$ cat src/rtl/i_axi_rd_bridge_pkg.sv
// Shared types and AXI constants for the instruction-side AXI read bridge.
package i_axi_rd_bridge_pkg;

  typedef enum logic [1:0] {
    StIdle,
    StAddr,
    StData,
    StResp
  } state_e;

  localparam logic [1:0] BURST_INCR = 2'b01;
  localparam logic [2:0] SIZE_4B    = 3'b010;
  localparam logic [1:0] RESP_OKAY  = 2'b00;
  localparam logic [7:0] LEN_SINGLE = 8'd0;

endpackage

$ cat src/rtl/i_axi_rd_bridge.sv
// Turns instruction-cache miss requests into single-beat AXI4 reads, one outstanding at a time,
// dropping responses whose request was abandoned before the data came back.
module i_axi_rd_bridge
  import i_axi_rd_bridge_pkg::*;
#(
  parameter int unsigned          A_WIDTH  = 32,
  parameter int unsigned          ID_WIDTH = 4,
  parameter logic [ID_WIDTH-1:0]  AR_ID    = '0
) (
  input  logic                clk,
  input  logic                clrn,
  input  logic [A_WIDTH-1:0]  c_a,
  input  logic                c_strobe,
  output logic [31:0]         c_dout,
  output logic                c_ready,
  output logic                c_err,
  output logic [ID_WIDTH-1:0] arid,
  output logic [A_WIDTH-1:0]  araddr,
  output logic [7:0]          arlen,
  output logic [2:0]          arsize,
  output logic [1:0]          arburst,
  output logic                arvalid,
  input  logic                arready,
  input  logic [ID_WIDTH-1:0] rid,
  input  logic [31:0]         rdata,
  input  logic [1:0]          rresp,
  input  logic                rlast,
  input  logic                rvalid,
  output logic                rready
);

  state_e               state_q, state_d;
  logic [A_WIDTH-1:0]   addr_q, addr_d;
  logic [31:0]          dout_q, dout_d;
  logic                 ready_q, ready_d;
  logic                 err_q, err_d;
  logic                 match;

  // Single outstanding read: the ID and last flag carry no information.
  logic unused_r_sideband;
  assign unused_r_sideband = ^{rid, rlast};

  // The cache still wants this word only if it is strobing the same address.
  assign match = c_strobe && (c_a == addr_q);

  always_comb begin
    state_d = state_q;
    addr_d  = addr_q;
    dout_d  = dout_q;
    ready_d = 1'b0;
    err_d   = 1'b0;
    unique case (state_q)
      StIdle: begin
        if (c_strobe) begin
          addr_d  = c_a;
          state_d = StAddr;
        end
      end
      StAddr: begin
        if (arready) state_d = StData;
      end
      StData: begin
        if (rvalid) begin
          if (match) begin
            dout_d  = rdata;
            ready_d = 1'b1;
            err_d   = (rresp != RESP_OKAY);
            state_d = StResp;
          end else begin
            state_d = StIdle;
          end
        end
      end
      StResp: state_d = StIdle;
      default: state_d = StIdle;
    endcase
  end

  always_ff @(posedge clk or negedge clrn) begin
    if (!clrn) begin
      state_q <= StIdle;
      addr_q  <= '0;
      dout_q  <= '0;
      ready_q <= 1'b0;
      err_q   <= 1'b0;
    end else begin
      state_q <= state_d;
      addr_q  <= addr_d;
      dout_q  <= dout_d;
      ready_q <= ready_d;
      err_q   <= err_d;
    end
  end

  assign arvalid = (state_q == StAddr);
  assign rready  = (state_q == StData);
  assign araddr  = {addr_q[A_WIDTH-1:2], 2'b00};
  assign arid    = AR_ID;
  assign arlen   = LEN_SINGLE;
  assign arsize  = SIZE_4B;
  assign arburst = BURST_INCR;
  assign c_dout  = dout_q;
  assign c_ready = ready_q;
  assign c_err   = err_q;

endmodule

$ cat config.mk
export PLATFORM = sky130hd
export DESIGN_NAME = i_axi_rd_bridge
export DESIGN_NICKNAME = d
export VERILOG_FILES = /design/src/rtl/i_axi_rd_bridge_pkg.sv /design/src/rtl/i_axi_rd_bridge.sv
export SDC_FILE = /design/constraint.sdc
export NUM_CORES = 1
export LEC_CHECK = 0
export BUFFER_PORTS_ARGS = -buffer_cell sky130_fd_sc_hd__buf_2
export CAP_MARGIN = 30
export CORE_MARGIN = 3
export CORE_UTILIZATION = 40
export DETAILED_ROUTE_END_ITERATION = 6
export PLACE_DENSITY = 0.72
export SLEW_MARGIN = 20
export SYNTH_ARGS = -nofsm -noshare
export SYNTH_HDL_FRONTEND = slang
export SYNTH_SLANG_ARGS = --single-unit
$ cat constraint.sdc
create_clock -name clk -period 2.3 [get_ports clk]
set_input_delay 0.23 -clock clk [delete_from_list [all_inputs] [get_ports clk]]
set_output_delay 0.23 -clock clk [all_outputs]
set_load 0.01 [all_outputs]
# [Yosys cells after proc, flatten, opt, wreduce, memory -nomap -nowiden]
# Index checks and enable logic that the tools add are counted.
[op_classes] eq_ne=7 n_mux=11 reduce_logical=6
[op_table] op="$eq A32 B32 Y1" count=1
[op_table] op="$mux W2" count=4
[op_table] op="$pmux W2 S4" count=1
[op_table] op="$mux W1" count=6
[op_table] op="$reduce_and A3 Y1" count=2
[op_table] op="$eq A2 B2 Y1 const B" count=2
[op_table] op="$ne A2 B2 Y1 const B" count=2
[op_table] op="$eq A2 B1 Y1 const B" count=1
[op_table] op="$logic_not A2 Y1" count=1
[op_table] op="$ne A2 B1 Y1 const B" count=1
[op_table] op="$reduce_and A2 Y1" count=1
[op_table] op="$reduce_bool A2 Y1" count=1
[op_table] op="$logic_and A1 B1 Y1" count=1
[totals] ff_bits=68 input_bits=76 out_inout_bits=85 wordCells=29

# [Depth between registers and ports, before layout]
[logic_depth] word_depth=5 ltp_mapped=6 ltp_nobuf=5

# [Least setup slack after synthesis]
# Ideal clock, no wire load.
[synth_path] kind="register to register" start="register addr_q[9]" end="register dout_q[10], in the netlist c_dout[10]" setup_ps=125 arrival_ps=1716 required_time_ps=2175 setup_slack_ps=459 path_stages_with_launch=7 synth_period_minus_slack_ps=1841 cell_sequence="dfrtp_1 > xnor2_1 > nand4_1 > nor4_4 > nand4_4 > buf_6 > mux2_4"
[synth_between] elab_chain_cells=3
[synth_rtl] item="start: declaration" line="i_axi_rd_bridge.sv:33" text="logic [A_WIDTH-1:0] addr_q, addr_d;"
[synth_rtl] item="start signal: assignment" line="i_axi_rd_bridge.sv:88" text="addr_q <= addr_d;"
[synth_rtl] item="$eq A32 B32 Y1" line="i_axi_rd_bridge.sv:44" text="assign match = c_strobe && (c_a == addr_q);"
[synth_rtl] item="$logic_and A1 B1 Y1" line="i_axi_rd_bridge.sv:44"
[synth_rtl] item="$reduce_and A3 Y1 (no line)"
[synth_rtl] item="end signal: assignment" line="i_axi_rd_bridge.sv:89" text="dout_q <= dout_d;"
[synth_rtl] item="end: declaration" line="i_axi_rd_bridge.sv:34" text="logic [31:0] dout_q, dout_d;"
# Every way passes these cells.
# A chain may end at the register's enable or synchronous reset.

# [Final worst setup path]
[layout_path] start="register addr_q[3]" end="register dout_q[7], in the netlist c_dout[7]"
# The elaborated chain is that of the path after synthesis.

==> impl_metrics.toml <==
[timing]
drv_slew = 0
slew_headroom = 0.546
fin_worst_skew_ns = 0.0134
min_period_over_period = 0.908
tightest_slew_ns = 0.681
setup_violations = 0
fin_crit_ns = 2.09
rsz0062_at_grt = "no"
hold_violations = 0
fmax_mhz = 479
finalSetupTns_ns = 0

[final_layout]
fin_nets = 438
regArea_sq_um = 1700
synthToLayoutAreaGrowth_pct = 21.5
num-fill-cells = 768
antenna_cells_inserted = 0
utilization = 0.505
final_cells = 472
drive_gt1_frac = 0.605
multi_input_area_sq_um = 1380

[clock_tree]
clk_path_buf_depth = 2
cts_max_level = 3
cts_tree = "yes"
cts-root-buf = "clkbuf_8"
cts_buffers = 9
insertion_delay_ns = 0.34
clock-sinks = 68
cts_resized = 0
path_clk_slew_ns = 0.08

[floorplanning]
fp.dieH_um = 98.6
dieArea_sq_um = 9720
start_util = 0.415
core_area_sq_um = 8260
fp.dieW_um = 98.6
ios = 161
fp-row-count = 33

[power]
power.density_nw_per_um2 = 1010
finalPower_mw = 4.23
p_leak_nw = 2.22
vdd_drop_max_mv = 0.532

[drt]
wire_per_inst_um = 14.4
drcViolationCount = 0
drt_iter0_drc = 61
avgViaCountPerCell = 4.42
routed-via-count = 2084
wirelength_mm = 6.81
first_pass_iters = 3
ant_nets = 0

[worst_setup_path]
reg2reg_to = "c_dout[7]$_DFFE_PN0P_"
criticalPathCategory = "reg -> reg"
r2r_start = "addr_q[3]$_DFFE_PN0P_"
critPathArrivalTime_ns = 2.30
reg2regPathDepth = 6
endpoint_kind = "flop"
cp_max_fo = 33
r2r_slack_ns = 0.21
crit_required_ns = 2.51
worstSetupStartpointType = "flop"

[logic_synthesis]
synth_area_per_cell_sq_um = 13.8
syn-instance-count = 249
yosys.area.top_type = "dfrtp_1"
synth-edff-count = 0
netlist_area_sq_um = 3430
synthTopCellsByArea = "dfrtp_1 (50%), mux2_4 (13%), mux2_2 (11%)"
async_flop_share = 1.00
yosysSeqAreaShare = 0.496
synthTopCellsByCount = "dfrtp_1 (68), buf_4 (49), mux2_2 (35)"
synthDistinctLibCells = 24
synth_top_area_frac = 0.496
synth.most_common_cell = "dfrtp_1"
ys_warn_count = 0
synth_flop_cell = "dfrtp_1"
ys_seq_elements = 68

[grt]
grt_pass1_wl_mm = 10.6
grt.overflow.total = 0
grt_pass1_vias = 2163
grt_max_degree = 41
grtUsageTotal = 0.138
antenna_found_initial = 0

[run]
max_cap_viol_count = 0

[place]
hpwl_mm = 5.16
finalWeightedCongestion = 0.699
port_buffers = 136
dp.cells = 455

[status]
outcome = "completed"

[hold_path]
hp-class = "in -> reg"
holdPathEnd = "c_dout[25]$_DFFE_PN0P_"
min-delay-start = "rdata[25]"
hold_depth = 2
-- cells by family after synthesis --
| group | count (synthesis) | share of synthesized area |
|---|---|---|
| DFF | 68 | 0.496 |
| muxes | 64 | 0.242 |
| buffers and inverters | 55 | 0.121 |
| xor gates and xnor gates | 32 | 0.0817 |
| and+or+nand+nor | 25 | 0.0507 |
| AOI/OAI and AO/OA | 3 | 0.00584 |
| other | 2 | 0.00219 |
-- layout make-up --
class | instances | share of cell area
Sequential cell | 68 | 0.408
Multi-Input combinational cell | 143 | 0.331
Tap cell | 105 | 0.0315
Clock buffer | 10 | 0.0306
Clock inverter | 6 | 0.0210
Timing Repair Buffer | 140 | 0.177
-- metrics by stage --
stage | hold slack [ns] | setup slack, ns | area (sq um)
final | 0.116 | 0.211 | 4170
after global routing | 0.0954 | 0.101 | 4170
after CTS | 0.0961 | 0.175 | 4170
after detailed placement | 0.316 | 0.185 | 3940
after global placement | 0.311 | 0.213 | 3940
after floorplan | -0.0656 | 0.459 | 3490
-- worst max path at each step --
stage	from	endpoint	slack [ns]	cells after the start
floorplan	addr_q[9]$_DFFE_PN0P_	c_dout[10]$_DFFE_PN0P_	0.46	6
global placement	addr_q[3]$_DFFE_PN0P_	c_dout[4]$_DFFE_PN0P_	0.21	6
detailed placement	addr_q[3]$_DFFE_PN0P_	c_dout[30]$_DFFE_PN0P_	0.19	6
CTS	addr_q[3]$_DFFE_PN0P_	c_dout[0]$_DFFE_PN0P_	0.18	6
global route	addr_q[3]$_DFFE_PN0P_	c_dout[18]$_DFFE_PN0P_	0.10	6
finish	addr_q[3]$_DFFE_PN0P_	c_dout[7]$_DFFE_PN0P_	0.21	6
-- critical path: stages, from the launching register on --
cell and delay (ns):
dfrtp_1 0.40, xnor2_1 0.23, nand4_1 0.19, nor4_4 0.44, nand4_4 0.15, buf_12 0.22
mux2_4 0.32
-- power breakdown --
part | internal (mW) | switching (mW) | leakage [nW] | total, mW
clock network | 0.613 | 0.462 | 0.111 | 1.08
registers | 1.51 | 0.267 | 0.876 | 1.77
logic | 0.764 | 0.614 | 1.23 | 1.38
-- flip-flops by register name, summed over array words and instances, names as in the netlist --
name / count
state_q: 2
addr_q: 32
c_dout: 32
c_ready: 1
c_err: 1
-- metal layers --
| metal | GRT usage | part of all wire | vias up |
|---|---|---|---|
| met5 | 0 | 0 | - |
| met1 | 0.161 | 0.40 | 994 |
| met3 | 0.0418 | 0.062 | 8 |
| met4 | 0.0546 | 0.016 | 0 |
| met2 | 0.239 | 0.52 | 80 |
| li1 | - | - | 1002 |
-- cells in the final DEF, fill, tap and decap left out, drive strengths merged, types with 2 or more instances in the layout --
cell type,instances
clkbuf,10
xnor2,29
nand3,3
conb,19
nor3,2
dfrtp,68
bufinv,2
nor2,4
nand4,8
mux2,64
nor3b,2
xor2,3
clkinv,3
buf,139
nand2,2
-- timing repair --
item,CTS,global route
setup buffers,0,0
hold buffers,1,0
endpoints found under the hold margin,28,0
No activity file was read; power rests on OpenSTA's default activity.
